[src/rtl/cpu_ctrl_pkg.sv]
// Shared types and encodings for the multi-cycle control unit.
// States, datapath select encodings and decoded-op bit positions.
package cpu_ctrl_pkg;

  typedef enum logic [2:0] {
    S_FETCH,
    S_DECODE,
    S_EXEC,
    S_MEM,
    S_WB,
    S_HALT
  } state_t;

  localparam logic [2:0] ALU_ADD   = 3'd0;
  localparam logic [2:0] ALU_ADC   = 3'd1;
  localparam logic [2:0] ALU_SUB   = 3'd2;
  localparam logic [2:0] ALU_SBB   = 3'd3;
  localparam logic [2:0] ALU_PASSB = 3'd4;

  localparam logic [1:0] PC_INC = 2'd0;
  localparam logic [1:0] PC_BR  = 2'd1;
  localparam logic [1:0] PC_IMM = 2'd2;
  localparam logic [1:0] PC_REG = 2'd3;

  localparam logic [1:0] WB_ALU  = 2'd0;
  localparam logic [1:0] WB_MEM  = 2'd1;
  localparam logic [1:0] WB_IMM  = 2'd2;
  localparam logic [1:0] WB_LINK = 2'd3;

  localparam int N_OPS   = 25;
  localparam int OP_BCC  = 0;
  localparam int OP_BCS  = 1;
  localparam int OP_BNE  = 2;
  localparam int OP_BEQ  = 3;
  localparam int OP_BAL  = 4;
  localparam int OP_ADD  = 5;
  localparam int OP_ADC  = 6;
  localparam int OP_SUB  = 7;
  localparam int OP_SBB  = 8;
  localparam int OP_SUBI = 9;
  localparam int OP_MOV  = 10;
  localparam int OP_STRI = 11;
  localparam int OP_STR  = 12;
  localparam int OP_CMP  = 13;
  localparam int OP_ADDI = 14;
  localparam int OP_LDR  = 15;
  localparam int OP_LDRI = 16;
  localparam int OP_LLI  = 17;
  localparam int OP_LHI  = 18;
  localparam int OP_JMP  = 19;
  localparam int OP_JALI = 20;
  localparam int OP_JAL  = 21;
  localparam int OP_JR   = 22;
  localparam int OP_OUTR = 23;
  localparam int OP_HLT  = 24;

  function automatic logic is_load(
    input logic [N_OPS-1:0] op
  );
    return op[OP_LDR] | op[OP_LDRI];
  endfunction

  function automatic logic is_store(
    input logic [N_OPS-1:0] op
  );
    return op[OP_STR] | op[OP_STRI];
  endfunction

endpackage

[src/rtl/cpu_ctrl_fsm_branch_cond.sv]
// Branch condition evaluation from latched branch strobes and ALU flags.
// Strobe order: BCC, BCS, BNE, BEQ, BAL.
module branch_cond (
  input  logic [4:0] br,
  input  logic       flag_c,
  input  logic       flag_z,
  output logic       taken
);

  assign taken = (br[0] & ~flag_c)
               | (br[1] &  flag_c)
               | (br[2] & ~flag_z)
               | (br[3] &  flag_z)
               |  br[4];

endmodule

[src/rtl/cpu_ctrl_fsm.sv]
// Multi-cycle control FSM with memory handshake and timeout watchdog.
// Define CTRL_ILLEGAL_TRAP_EN to fault on zero/multi-hot decoded ops.
module cpu_ctrl_fsm
  import cpu_ctrl_pkg::*;
#(
  parameter int unsigned MEM_WAIT_MAX = 15
) (
  input  logic       clk,
  input  logic       rst_n,
  input  logic       run,
  input  logic       dec_BCC,
  input  logic       dec_BCS,
  input  logic       dec_BNE,
  input  logic       dec_BEQ,
  input  logic       dec_BAL,
  input  logic       dec_ADD,
  input  logic       dec_ADC,
  input  logic       dec_SUB,
  input  logic       dec_SBB,
  input  logic       dec_SUBI,
  input  logic       dec_MOV,
  input  logic       dec_STRI,
  input  logic       dec_STR,
  input  logic       dec_CMP,
  input  logic       dec_ADDI,
  input  logic       dec_LDR,
  input  logic       dec_LDRI,
  input  logic       dec_LLI,
  input  logic       dec_LHI,
  input  logic       dec_JMP,
  input  logic       dec_JALI,
  input  logic       dec_JAL,
  input  logic       dec_JR,
  input  logic       dec_OUTR,
  input  logic       dec_HLT,
  input  logic       flag_c,
  input  logic       flag_z,
  input  logic       mem_ack,
  output logic       mem_req,
  output logic       mem_we,
  output logic       mem_addr_sel,
  output logic       ir_we,
  output logic       pc_we,
  output logic [1:0] pc_src,
  output logic       rf_we,
  output logic [1:0] rf_wsel,
  output logic       imm_hi,
  output logic [2:0] alu_op,
  output logic       alu_src,
  output logic       flags_we,
  output logic       out_we,
  output logic       halted,
  output logic       fault
);

  localparam logic [7:0] WAIT_MAX = 8'(MEM_WAIT_MAX);

  state_t             state_q;
  state_t             state_d;
  logic [N_OPS-1:0]   dec;
  logic [N_OPS-1:0]   op_q;
  logic [7:0]         wait_q;
  logic [7:0]         wait_d;
  logic               fault_q;
  logic               fault_d;
  logic               req;
  logic               timeout;
  logic               taken;
  logic               legal;
  logic               alu_st;
  logic [2:0]         alu_code;
  logic               alu_imm;

  assign dec = {
    dec_HLT, dec_OUTR, dec_JR, dec_JAL, dec_JALI,
    dec_JMP, dec_LHI, dec_LLI, dec_LDRI, dec_LDR,
    dec_ADDI, dec_CMP, dec_STR, dec_STRI, dec_MOV,
    dec_SUBI, dec_SBB, dec_SUB, dec_ADC, dec_ADD,
    dec_BAL, dec_BEQ, dec_BNE, dec_BCS, dec_BCC
  };

  branch_cond u_branch_cond (
    .br     (op_q[OP_BAL:OP_BCC]),
    .flag_c (flag_c),
    .flag_z (flag_z),
    .taken  (taken)
  );

  // A fetch stays requested once started, even if run drops.
  assign req = rst_n
             & (((state_q == S_FETCH) & (run | (wait_q != 8'd0)))
             |  (state_q == S_MEM));

  assign timeout = req & ~mem_ack & ((wait_q + 8'd1) == WAIT_MAX);
  assign wait_d  = (req & ~mem_ack) ? wait_q + 8'd1 : 8'd0;
  assign legal   = $onehot(op_q);

  assign alu_st = (state_q == S_EXEC)
                | (state_q == S_MEM)
                | (state_q == S_WB);

  assign alu_code =
    op_q[OP_MOV] ? ALU_PASSB :
    op_q[OP_SBB] ? ALU_SBB :
    (op_q[OP_SUB] | op_q[OP_SUBI] | op_q[OP_CMP]) ? ALU_SUB :
    op_q[OP_ADC] ? ALU_ADC : ALU_ADD;

  assign alu_imm = op_q[OP_SUBI] | op_q[OP_ADDI]
                 | op_q[OP_LDRI] | op_q[OP_STRI];

  always_ff @(posedge clk or negedge rst_n) begin
    if (!rst_n) begin
      state_q <= S_FETCH;
      op_q    <= '0;
      wait_q  <= 8'd0;
      fault_q <= 1'b0;
    end else begin
      state_q <= state_d;
      wait_q  <= wait_d;
      fault_q <= fault_q | fault_d;
      if (state_q == S_DECODE) op_q <= dec;
    end
  end

  always_comb begin
    state_d      = state_q;
    fault_d      = 1'b0;
    mem_req      = req;
    mem_we       = 1'b0;
    mem_addr_sel = 1'b0;
    ir_we        = 1'b0;
    pc_we        = 1'b0;
    pc_src       = PC_INC;
    rf_we        = 1'b0;
    rf_wsel      = WB_ALU;
    imm_hi       = 1'b0;
    alu_op       = alu_st ? alu_code : ALU_ADD;
    alu_src      = alu_st & alu_imm;
    flags_we     = 1'b0;
    out_we       = 1'b0;
    halted       = 1'b0;
    fault        = fault_q;
    case (state_q)
      S_FETCH: begin
        if (req & mem_ack) begin
          ir_we   = 1'b1;
          pc_we   = 1'b1;
          state_d = S_DECODE;
        end else if (timeout) begin
          fault_d = 1'b1;
          state_d = S_HALT;
        end
      end
      S_DECODE: state_d = S_EXEC;
      S_EXEC: begin
        state_d = S_FETCH;
        if (!legal) begin
`ifdef CTRL_ILLEGAL_TRAP_EN
          fault_d = 1'b1;
          state_d = S_HALT;
`else
          state_d = S_FETCH;
`endif
        end else begin
          unique case (1'b1)
            (op_q[OP_ADD] | op_q[OP_ADC] | op_q[OP_SUB]
             | op_q[OP_SBB] | op_q[OP_SUBI] | op_q[OP_ADDI]): begin
              flags_we = 1'b1;
              state_d  = S_WB;
            end
            op_q[OP_MOV]: state_d = S_WB;
            op_q[OP_CMP]: flags_we = 1'b1;
            (|op_q[OP_BAL:OP_BCC]): begin
              pc_we  = taken;
              pc_src = taken ? PC_BR : PC_INC;
            end
            op_q[OP_JMP]: begin
              pc_we  = 1'b1;
              pc_src = PC_IMM;
            end
            op_q[OP_JR]: begin
              pc_we  = 1'b1;
              pc_src = PC_REG;
            end
            (op_q[OP_JAL] | op_q[OP_JALI]): begin
              pc_we   = 1'b1;
              pc_src  = op_q[OP_JAL] ? PC_REG : PC_IMM;
              rf_we   = 1'b1;
              rf_wsel = WB_LINK;
            end
            (is_load(op_q) | is_store(op_q)): state_d = S_MEM;
            (op_q[OP_LLI] | op_q[OP_LHI]): state_d = S_WB;
            op_q[OP_OUTR]: out_we = 1'b1;
            op_q[OP_HLT]: state_d = S_HALT;
            default: state_d = S_FETCH;
          endcase
        end
      end
      S_MEM: begin
        mem_addr_sel = req;
        mem_we       = req & is_store(op_q);
        if (req & mem_ack) begin
          state_d = is_load(op_q) ? S_WB : S_FETCH;
        end else if (timeout) begin
          fault_d = 1'b1;
          state_d = S_HALT;
        end
      end
      S_WB: begin
        rf_we   = 1'b1;
        rf_wsel = is_load(op_q) ? WB_MEM
                : (op_q[OP_LLI] | op_q[OP_LHI]) ? WB_IMM
                : WB_ALU;
        imm_hi  = op_q[OP_LHI];
        state_d = S_FETCH;
      end
      S_HALT: halted = 1'b1;
      default: state_d = S_FETCH;
    endcase
  end

endmodule

[config.mk]
export PLATFORM = sky130hd
export DESIGN_NAME = cpu_ctrl_fsm
export DESIGN_NICKNAME = d
export VERILOG_FILES = /design/src/rtl/cpu_ctrl_pkg.sv /design/src/rtl/cpu_ctrl_fsm_branch_cond.sv /design/src/rtl/cpu_ctrl_fsm.sv
export SDC_FILE = /design/constraint.sdc
export NUM_CORES = 1
export LEC_CHECK = 0
export ABC_AREA = 1
export BUFFER_PORTS_ARGS = -buffer_cell sky130_fd_sc_hd__buf_2
export CAP_MARGIN = 20
export CELL_PAD_IN_SITES_DETAIL_PLACEMENT = 0
export CELL_PAD_IN_SITES_GLOBAL_PLACEMENT = 1
export CORE_AREA = 2 2 83 85
export DETAILED_ROUTE_END_ITERATION = 8
export DIE_AREA = 0 0 85 87
export PLACE_DENSITY_LB_ADDON = 0.2
export SYNTH_ARGS = -nofsm -noshare
export SYNTH_HDL_FRONTEND = slang
export SYNTH_SLANG_ARGS = --single-unit
[constraint.sdc]
create_clock -name clk -period 7.47 [get_ports clk]
set_input_delay 0.747 -clock clk [delete_from_list [all_inputs] [get_ports clk]]
set_output_delay 0.747 -clock clk [all_outputs]
set_load 0.01 [all_outputs]
Word-level counts from Yosys, hierarchy flattened
Cells that the tools add are included.
{"block": "op_classes", "add_sub_neg": 25, "eq_ne": 7, "muxes": 44, "bitwise_logic": 38, "n_reduce_logical": 7}
{"cell": "$add A1 B1 Y2", "count": 12}
{"cell": "$or A1 B1 Y1", "count": 24}
{"cell": "$mux W1", "count": 21}
{"cell": "$mux W3", "count": 7}
{"cell": "$add A2 B2 Y3", "count": 6}
{"cell": "$mux W2", "count": 8}
{"cell": "$pmux W3 S5", "count": 1}
{"cell": "$add A3 B3 Y4", "count": 3}
{"cell": "$and A1 B1 Y1", "count": 11}
{"cell": "$pmux W3 S3", "count": 1}
{"cell": "$add A8 B1 Y8 const B", "count": 1}
{"cell": "$eq A8 B4 Y1 const B", "count": 1}
{"cell": "$mux W8", "count": 1}
{"cell": "$pmux W2 S4", "count": 1}
{"cell": "$reduce_bool A8 Y1", "count": 1}
{"cell": "$eq A3 B2 Y1 const B", "count": 2}
{"cell": "$eq A3 B3 Y1 const B", "count": 2}
{"cell": "$pmux W1 S2", "count": 3}
{"cell": "$reduce_or A3 Y1", "count": 2}
{"cell": "$add A4 B1 Y5", "count": 1}
{"cell": "$add A4 B4 Y5", "count": 1}
{"cell": "$add A5 B5 Y5", "count": 1}
{"cell": "$eq A5 B1 Y1 const B", "count": 1}
{"cell": "$reduce_or A5 Y1", "count": 1}
{"cell": "other kinds (5)", "count": 8}
{"block": "word_totals", "reg_bits": 37, "out_inout_bits": 19}

Logic depth before layout (Yosys ltp)
Gate-level depths: netlist of run 1.
{"block": "logic_depth", "word_depth": 11, "depth_mapped": 19}

By module
From an unflattened synthesis of run 1, not the netlist that was laid out.
{"block": "hier_totals", "cells_unflattened": 309, "area_unflattened_um2": 2523.7}
{"mod": "cpu_ctrl_fsm", "n_inst": 1, "cells_each": 299, "area_per_inst_um2": 2484.9, "seq_area_each_um2": 925.9}
{"mod": "branch_cond", "n_inst": 1, "cells_each": 10, "area_per_inst_um2": 38.8, "seq_area_each_um2": 0.0}

Worst setup path before layout of run 1
Ideal clock, no wire load.
{"block": "synth_timing", "path_type": "register to output", "start": "register op_q[11]", "end": "output port pc_src[0]", "t_arrival_ns": 4.683, "path_slack_ns": 2.040, "path_stages_with_launch": 15, "cell_sequence": "dfrtp_1 > fa_1 > inv_1 > fa_1 > inv_1 > fa_1 > fa_1 > inv_1 > fa_1 > inv_1 > fa_1 > fa_1 > nor4_1 > nand3_1 > a221oi_1"}
{"block": "synth_via", "elab_chain_cells": 8}
{"element": "start: declaration", "line_no": "cpu_ctrl_fsm.sv:61", "source": "logic [N_OPS-1:0] op_q;"}
{"element": "start signal: assignment", "line_no": "cpu_ctrl_fsm.sv:114", "source": "op_q <= '0;"}
{"element": "start signal: assignment", "line_no": "cpu_ctrl_fsm.sv:121", "source": "if (state_q == S_DECODE) op_q <= dec;"}
{"element": "$add A1 B1 Y2 (implied by the code)", "line_no": "cpu_ctrl_fsm.sv:96", "source": "assign legal = $onehot(op_q);"}
{"element": "$add A2 B2 Y3 (implied by the code)", "line_no": "cpu_ctrl_fsm.sv:96"}
{"element": "$add A3 B3 Y4 (implied by the code)", "line_no": "cpu_ctrl_fsm.sv:96"}
{"element": "$add A4 B4 Y5 (implied by the code)", "line_no": "cpu_ctrl_fsm.sv:96"}
{"element": "$add A5 B5 Y5 (implied by the code)", "line_no": "cpu_ctrl_fsm.sv:96"}
{"element": "$eq A5 B1 Y1", "line_no": "cpu_ctrl_fsm.sv:96"}
{"element": "$mux W2", "line_no": "cpu_ctrl_fsm.sv:157", "source": "if (!legal) begin"}
{"element": "$mux W2", "line_no": "cpu_ctrl_fsm.sv:143", "source": "case (state_q)"}
{"element": "end: declaration", "line_no": "cpu_ctrl_fsm.sv:44", "source": "output logic [1:0] pc_src,"}
No other way between the ends.

Worst setup path in the final report of run 1
{"block": "layout_timing", "start": "register op_q[11]", "end": "output port rf_wsel[1]"}
{"block": "layout_via", "elab_chain_cells": 8}
{"element": "$add A1 B1 Y2 (implied by the code)", "line_no": "cpu_ctrl_fsm.sv:96"}
{"element": "$add A2 B2 Y3 (implied by the code)", "line_no": "cpu_ctrl_fsm.sv:96"}
{"element": "$add A3 B3 Y4 (implied by the code)", "line_no": "cpu_ctrl_fsm.sv:96"}
{"element": "$add A4 B4 Y5 (implied by the code)", "line_no": "cpu_ctrl_fsm.sv:96"}
{"element": "$add A5 B5 Y5 (implied by the code)", "line_no": "cpu_ctrl_fsm.sv:96"}
{"element": "$eq A5 B1 Y1", "line_no": "cpu_ctrl_fsm.sv:96"}
{"element": "$mux W2", "line_no": "cpu_ctrl_fsm.sv:157"}
{"element": "$pmux W2 S2", "line_no": "cpu_ctrl_fsm.sv:143"}
{"element": "end: declaration", "line_no": "cpu_ctrl_fsm.sv:46", "source": "output logic [1:0] rf_wsel,"}
No other way between the ends.

==> impl_metrics.toml, run 1 <==
[cells_and_area]
mostFrequentLayoutCells = "76 x nand2_1, 66 x inv_1, 49 x buf_2"
finalNonFillerCells = 454
utilization_pct = 45.16
final_common_cell = "nand2_1"
antenna_cells = 0
final_nets = 431
fillCellCount = 664
syn2layout_area_growth_pct = 16.68
drive_above_1_share_pct = 19.25

[sta]
min_period_ns = 6.094
fin_tns_setup_ns = 0
setup_viol = 0
max_freq_mhz = 164.1
slew_viol_final = 0
min_period_over_period_pct = 81.58
setup_slack_ns = 1.376
relSlewSlack_pct = 67.41
hold_viol = 0
skew_ns = 0.009385
tightest_slew_ns = 0.4851
rsz0062_at_grt = "no"

[synthesis]
synthesis.nets = 377
synth_cells = 319
synth.area.top_cells = "dfrtp_1 36%, fa_1 14%, nand2_1 11%, inv_1 9.7%, nor2_1 5.5%"
synth_area_um2 = 2542
synthMuxAreaShare_pct = 0
async_flop_share_pct = 100.0
synth_top_family_by_area = "simple AND/OR/NAND/NOR gates"
synthAdderAreaFrac_pct = 18.60
synth_xor_xnor_area_share_pct = 0.3445
synth_edf_count = 0
seq_area_frac_synth_pct = 36.42
yosys.cell_types.count = 30
yosys.area.top_type = "dfrtp_1"
synth-main-ff-cell = "dfrtp_1"
synth-simple-area-share_pct = 26.08
synth-compound-area-share_pct = 7.923
synth.avg_cell_area_um2 = 7.970
synth_top_area_share_pct = 36.42
ys_ff_latch = 37
synth-warning-count = 0

[clock_network]
cts_tree = "built"
cts_max_path_buffers = 2
cts_sinks = 37
numCtsBuffers = 5
hold_buffers = 0
clk_pin_slew_ns = 0.07
ctsResizeCount = 0
post-cts-setup-buffer-count = 0
cts_root_buffer = "clkbuf_8"
h-tree-depth = 2
clock_latency_ns = 0.29

[routing]
first_iter_violations = 82
avgRoutedWirePerCell_um = 12.87
drc = 0
vias = 2105
avgViaCountPerCell = 4.637
firstDrtPassIters = 4
postRouteAntennaNets = 0
totalWireLength_um = 5844

[critical_path]
worstSetupEndpointType = "output port"
cpMaxStageDelayCell = "fa_1"
path_delay_family = "adder cells"
cp_data_required_time_ns = 6.72
cp-start-kind = "flip-flop"
critPathMaxStageDelay_ns = 0.55
cp_common_cell = "fa_1"
path_cells = "fa_1 > inv_1 > fa_1 > inv_1 > fa_1 > fa_1 > inv_1 > fa_1 > inv_1 > fa_1 > fa_1 > nor4_1 > nand3_1 > inv_1 > nand2_1 > o41ai_1 > buf_2"
crit_arrival_ns = 5.35
crit_fanout = 7
crit_buf_inv = 6
crit_type = "flip-flop to output port"

[floorplanning]
rows = 30
io_pins = 50
coreArea_um2 = 6569
dieArea_um2 = 7395
die_h_um = 87
initial_core_util_pct = 38.70
die_w_um = 85

[global_route]
grt_overflow = 0
antenna_found_initial = 0
use_met2_pct = 29.40
grtUsageTotal_pct = 17.49
grt_first_pass_wirelength_um = 10120
grt_max_degree = 46
globalRouteMet1Util_pct = 23.39
grt_pass1_vias = 2153
grt-busiest-layer = "met2"
grt_util_met3_pct = 2.938

[flow_run]
cap_violations = 0

[placed_design]
dpl.cell_count = 446
pre_cts_ws_ns = 1.676
gp_congestion = 0.8017
dp_hpwl_um = 4756
portBuffers = 49

[outcome]
status = "completed"

[min_path]
min_path_type = "flip-flop to flip-flop"
-- stage by stage --
step	hold slack, ns	area [um^2]
floorplan	0.4514	2542
global placement	0.4454	2884
detailed placement	0.4511	2884
CTS	0.4694	2967
global route	0.4966	2967
finish	0.4593	2967
-- registers in the layout (all words and copies together), names as in the netlist --
signal   count
state_q      3
wait_q       8
fault        1
op_q        25
-- logic make-up (layout without fill, tap and decap cells) --
family	count (synthesis)	after routing
DFF	37	37
adders and majority gates	27	27
xor gates and xnor gates	1	1
buffers and inverters	71	126
AOI/OAI and AO/OA	35	35
and+or+nand+nor	148	148
-- worst register-to-register path: cells and delay by family (launching register included) --
kind | cells | cell delay [ns]
buf+inv | 4 | 0.20
flops | 1 | 0.43
simple gates | 5 | 0.90
fa+ha+maj | 7 | 3.33
-- layout make-up --
type / instances / area [um^2] / share of cell area (%)
Multi-Input combinational cell: 211 / 1346 / 45.38
Sequential cell: 37 / 925.9 / 31.21
Timing Repair Buffer: 51 / 260.3 / 8.773
Inverter: 67 / 251.5 / 8.477
Tap cell: 80 / 100.1 / 3.374
Clock buffer: 6 / 72.57 / 2.446
Clock inverter: 2 / 10.01 / 0.3374
-- layer usage --
metal	routed length (um)	up-vias	share of wire, %
met3	177	5	3.0
li1	-	1078	-
met5	0	-	0
met1	2775	984	47
met2	2824	38	48
met4	67	0	1.1
-- worst paths after layout --
path	start	end	slack, ns	cells past startpoint
min in group asynchronous	rst_n	wait_q[6]$_DFF_PN0_	0.50	2
max in group asynchronous	rst_n	state_q[1]$_DFFE_PN0N_	6.63	2
min	fault$_DFF_PN0_	fault$_DFF_PN0_	0.46	2
min reg2reg	fault$_DFF_PN0_	fault$_DFF_PN0_	0.46	2
max reg2reg	op_q[11]$_DFFE_PN0P_	state_q[2]$_DFFE_PN0N_	2.56	16
max	op_q[11]$_DFFE_PN0P_	rf_wsel[1]	1.38	17
-- synthesized netlist by cell type, types with 2 or more instances --
cell / instances
nor3_1: 4
dfrtp_1: 37
nand4_1: 3
nor2_2: 3
nand3_1: 12
nor2_1: 37
nand2_1: 76
fa_1: 18
buf_2: 3
nand3_4: 2
o41ai_1: 2
nand3_2: 3
a21oi_1: 5
o21ai_0: 24
inv_1: 66
nand2_2: 2
ha_1: 9
Power of run 1 is not shown: default switching activity piles up to over one toggle a cycle in this logic, so the estimate is an artifact.
==> inputs of run 2 (changes only) <==
- CORE_AREA: 2 2 83 85 -> 2 2 86 88
- DIE_AREA: 0 0 85 87 -> 0 0 88 90
- clock period: 7.47 -> 5.5 ns (I/O delays scaled with it)
==> run 2 against run 1 <==
  * The run now ends with negative setup slack left
  * Final area rose by 6.2%
  * Critical path depth stayed put
  * Clock-buffer cell count increased by 1
  * Utilization shrank 0.27 points
  * Worst hold slack got worse by 0.10 ns
  * Register-to-register slack got worse by 1.9 ns
  * Flip-flop and latch count unchanged
  * Setup slack got worse by 1.4 ns
  * Sequential share of layout area is 1.8 points lower
  * First-iteration DRC count up 62%
  * Cell count rose by 6.6%
  * Routed wire length increased by 9.3%
  * Critical endpoint is now pc_src[1]
==> impl_metrics.toml, run 2 (synthesis results as in run 1) <==
[outcome]
status = "finished with violations"
violations = "negative setup slack"

[floorplanning]
die_h_um = 90
io_pins = 50
initial_core_util_pct = 36.21
die_w_um = 88
dieArea_um2 = 7920
coreArea_um2 = 7020
rows = 31

[cells_and_area]
fillCellCount = 733
final_common_cell = "nand2_1"
top_register = "op_q"
final_nets = 443
reg.largest.list = "op_q: 25 flops, wait_q: 8 flops, state_q: 3 flops"
drive_above_1_share_pct = 24.16
mostFrequentLayoutCells = "75 x nand2_1, 66 x inv_1, 48 x buf_2"
antenna_cells = 0
largest_register_ffs = 25
post-route-cell-area_um2 = 3152
syn2layout_area_growth_pct = 23.97

[routing]
drc = 0
firstDrtPassIters = 4
postRouteAntennaNets = 0
totalWireLength_um = 6388
vias = 2162
first_iter_violations = 133
avgRoutedWirePerCell_um = 13.20
avgViaCountPerCell = 4.467

[sta]
rsz0062_at_grt = "yes"
max_freq_mhz = 179.5
tightest_slew_ns = 0.8860
setup_viol = 5
hold_viol = 0
skew_ns = 0.004708
slew_viol_final = 0
min_period_over_period_pct = 101.3
setup_slack_ns = -0.07077
relSlewSlack_pct = 40.93
min_period_ns = 5.571

[critical_path]
cp_data_required_time_ns = 4.95
worstSetupEndpointType = "output port"
worstReg2RegStart = "op_q[15]$_DFFE_PN0P_"
crit_arrival_ns = 5.02
crit_fanout = 4
ff2ff_setup_slack_ns = 0.70
cp-start-kind = "flip-flop"
r2r.worst_path.cells = 18
r2r-end = "state_q[2]$_DFFE_PN0N_"
crit_type = "flip-flop to output port"

[clock_network]
cts_sinks = 37
h-tree-depth = 2
cts_max_path_buffers = 2
hold_buffers = 0
numCtsBuffers = 5
clock_latency_ns = 0.30
clk_pin_slew_ns = 0.07
cts_tree = "built"
cts_root_buffer = "clkbuf_8"

[placed_design]
portBuffers = 49
dp_hpwl_um = 4970
gp_congestion = 0.7972
place_area_um2 = 2945

[global_route]
grtUsageTotal_pct = 17.31
antenna_found_initial = 0
grt_overflow = 0
grt_max_degree = 46
grt_pass1_vias = 2206
grt_first_pass_wirelength_um = 10610

[flow_run]
cap_violations = 0

[min_path]
min_path_type = "input pin to async pin"
run 2: timing repair:
item,CTS,global route
buffers inserted,4,3
gates resized for setup,9,5
gates cloned,0,0
pin swaps,3,2
endpoints found under the setup margin,8,8
run 2: routing by layer:
metal	up-vias	GRT usage [%]	share of wire [%]
met1	1015	24.31	48
met4	0	5.000	1.4
met3	7	3.489	3.6
met2	36	26.96	47
met5	-	0	0
li1	1104	-	-
run 2: area by class of cell:
class | instances | area [um^2] | area share, %
multi-input combinational | 211 | 1404 | 44.54
sequential | 37 | 925.9 | 29.38
timing repair buffer | 63 | 360.3 | 11.43
inverter | 67 | 251.5 | 7.979
tap | 99 | 123.9 | 3.930
clock buffer | 7 | 86.33 | 2.739
run 2: stage by stage:
stage,util [%],std cells,setup TNS [ns],hold WS (ns),setup slack (ns)
floorplan,-,319,0,0.2544,0.2672
global placement,41.95,470,0,0.4497,0.003907
detailed placement,41.95,470,0,0.4480,0.05381
CTS,44.20,481,-0.2154,0.4071,-0.05508
global route,44.89,484,-1.342,0.4484,-0.2126
finish,44.89,484,-0.2480,0.3588,-0.07077
run 2: worst max-delay path, cell delays in order, from the launching register on:
cell and delay [ns]:
dfrtp_1 0.41, fa_1 0.54, inv_1 0.05, fa_1 0.47, inv_1 0.05, fa_1 0.48
fa_1 0.51, inv_1 0.05, fa_1 0.47, inv_1 0.05, fa_2 0.35, fa_1 0.48
nor4_2 0.20, nand3_2 0.12, buf_6 0.15, buf_4 0.15, nor2_2 0.09, buf_2 0.14
run 2: worst max-delay path by stage:
stage | from | to | slack, ns | cells after the start
floorplan | op_q[11]$_DFFE_PN0P_ | pc_src[0] | 0.27 | 14
global placement | op_q[17]$_DFFE_PN0P_ | pc_src[0] | 0.004 | 15
detailed placement | op_q[17]$_DFFE_PN0P_ | pc_src[0] | 0.05 | 15
CTS | op_q[15]$_DFFE_PN0P_ | pc_we | -0.06 | 17
global route | op_q[15]$_DFFE_PN0P_ | pc_src[0] | -0.21 | 16
finish | op_q[15]$_DFFE_PN0P_ | pc_src[1] | -0.07 | 17
Power of run 2 is left out for the same reason.
==> inputs of run 3 (changes only) <==
- ABC_AREA: 1 -> unset
- CORE_AREA: 2 2 86 88 -> 2 2 83 85
- DIE_AREA: 0 0 88 90 -> 0 0 85 87
==> run 3 against run 2 <==
  * The run still ends with negative setup slack left
  * Register-to-register slack worse by 0.20 ns
  * Via count shrank 14%
  * Worst hold slack worse by 0.037 ns
  * Synthesized cell count shrank 28%
  * Utilization grew 1.6 points
  * Die area fell by 6.6%
  * Non-clock buffer count up 6
  * Setup slack worse by 0.11 ns
  * Synthesized area fell by 2.8%
==> impl_metrics.toml, run 3 <==
[sta]
rsz0062_at_grt = "yes"
fin_tns_setup_ns = -1.126
max_freq_mhz = 175.9
min_period_over_period_pct = 103.4
tightest_slew_ns = 0.5284
slew_viol_final = 0
relSlewSlack_pct = 64.28
setup_viol = 8
setup_slack_ns = -0.1855
hold_viol = 0
skew_ns = 0.007447
min_period_ns = 5.686

[synthesis]
seq_area_frac_synth_pct = 37.45
synth_edf_count = 0
synth_common_cells = "40 x inv_1, 37 x dfrtp_1, 23 x nor2_1, 19 x mux2_2, 18 x fa_1"
yosys.area.top_type = "dfrtp_1"
synth_most_common_cell = "inv_1"
synth-warning-count = 0
yosys.cell_types.count = 50
synth_cells = 231
synth_top_area_share_pct = 37.45
synth_area_um2 = 2472
async_flop_share_pct = 100.0
ys_ff_latch = 37
synth.avg_cell_area_um2 = 10.70
synth.area.top_cells = "dfrtp_1 37%, fa_1 15%, mux2_2 8.7%, inv_1 6.1%, ha_1 4.6%"
synth-main-ff-cell = "dfrtp_1"
synthesis.nets = 289

[clock_network]
h-tree-depth = 2
cts_tree = "built"
cts_sinks = 37
numCtsBuffers = 5
clock_latency_ns = 0.28
cts_max_path_buffers = 2
clk_pin_slew_ns = 0.07
hold_buffers = 0
cts_root_buffer = "clkbuf_8"

[outcome]
status = "finished with violations"
violations = "negative setup slack"

[critical_path]
path_cells = "fa_1 > inv_1 > fa_1 > fa_1 > inv_1 > fa_1 > inv_2 > fa_1 > inv_2 > fa_2 > fa_1 > nor4_2 > nand4b_1 > or2_4 > a221oi_2 > buf_2"
cp_common_cell = "fa_1"
crit_type = "flip-flop to output port"
crit_buf_inv = 5
worstSetupEndpointType = "output port"
critPathMaxStageDelay_ns = 0.53
cp-start-kind = "flip-flop"
path_delay_family = "adder cells"
cpMaxStageDelayCell = "fa_1"
crit_fanout = 7
cp_data_required_time_ns = 4.95
crit_arrival_ns = 5.14

[cells_and_area]
antenna_cells = 0
finalNonFillerCells = 380
final_common_cell = "buf_2"
syn2layout_area_growth_pct = 23.48
reg.largest.list = "op_q: 25 flops, wait_q: 8 flops, state_q: 3 flops"
mostFrequentLayoutCells = "49 x buf_2, 38 x inv_1, 37 x dfrtp_1"
final_nets = 359
top_register = "op_q"
largest_register_ffs = 25
drive_above_1_share_pct = 37.67

[flow_run]
cap_violations = 0

[placed_design]
dpl.cell_count = 371
dp_hpwl_um = 4408
portBuffers = 49
gp_congestion = 0.8251

[routing]
vias = 1861
drc = 0
firstDrtPassIters = 4
postRouteAntennaNets = 0
avgViaCountPerCell = 4.897
first_iter_violations = 65
totalWireLength_um = 5610
avgRoutedWirePerCell_um = 14.76

[floorplanning]
initial_core_util_pct = 37.64
rows = 30
coreArea_um2 = 6569
dieArea_um2 = 7395
die_h_um = 87
io_pins = 50
die_w_um = 85

[global_route]
grt_overflow = 0
antenna_found_initial = 0
grt_pass1_vias = 1995
grtUsageTotal_pct = 16.77
grt_first_pass_wirelength_um = 9577
grt_max_degree = 42

[min_path]
min_path_type = "input pin to async pin"
[run 3: what timing repair did]
action                                  in CTS  in global routing
pin swaps                                    5                  1
endpoints found under the setup margin       8                  8
resized for setup                            8                  2
setup buffers                                2                  1
[run 3: final cells by class]
class                           instances  area (um^2)
Tap cell                               80        100.1
Multi-Input combinational cell        148         1408
Clock buffer                            5        68.82
Clock inverter                          1        5.005
Sequential cell                        37        925.9
Timing Repair Buffer                   69        395.4
Fill cell                             647         3516
Inverter                               40        150.1
[run 3: stage by stage]
step / instance area, um^2 / hold WS [ns] / setup slack, ns / util [%]
floorplan: 2479 / 0.2544 / 0.05390 / -
global placement: 2922 / 0.4438 / -0.05298 / 44.48
detailed placement: 2922 / 0.4489 / -0.1812 / 44.48
CTS: 3045 / 0.3324 / -0.2071 / 46.36
global route: 3053 / 0.3596 / -0.4315 / 46.48
finish: 3053 / 0.3221 / -0.1855 / 46.48
[run 3: path summary, 6_finish.rpt]
check | startpoint | end | slack [ns] | cells after the start
setup / recovery | op_q[17]$_DFFE_PN0P_ | pc_src[0] | -0.19 | 16
hold / removal | rst_n | wait_q[5]$_DFF_PN0_ | 0.32 | 2
setup reg to reg | op_q[17]$_DFFE_PN0P_ | state_q[0]$_DFFE_PN0N_ | 0.50 | 17
hold reg to reg | fault$_DFF_PN0_ | fault$_DFF_PN0_ | 0.46 | 1
max in group asynchronous | rst_n | op_q[0]$_DFFE_PN0P_ | 4.81 | 2
min in group clk | fault$_DFF_PN0_ | fault$_DFF_PN0_ | 0.46 | 1
[run 3: cells by family after synthesis]
kind of cell    count (synthesis)  synth area share [%]
fa+ha+maj                      27                 19.13
xor+xnor                        7                 2.480
mux                            27                 12.20
flops                          37                 37.45
buf+inv                        46                 7.287
simple gates                   64                 14.42
compound gates                 23                 7.035
[run 3: routing by layer]
layer  GRT usage (%)  up-vias  routed length (um)
li1                -      908                   -
met1           21.82      920                2687
met2           27.56       29                2687
met3           3.697        4                 165
met4           6.205        0                  70
met5               0        -                   0
Power of run 3 is left out for the same reason.
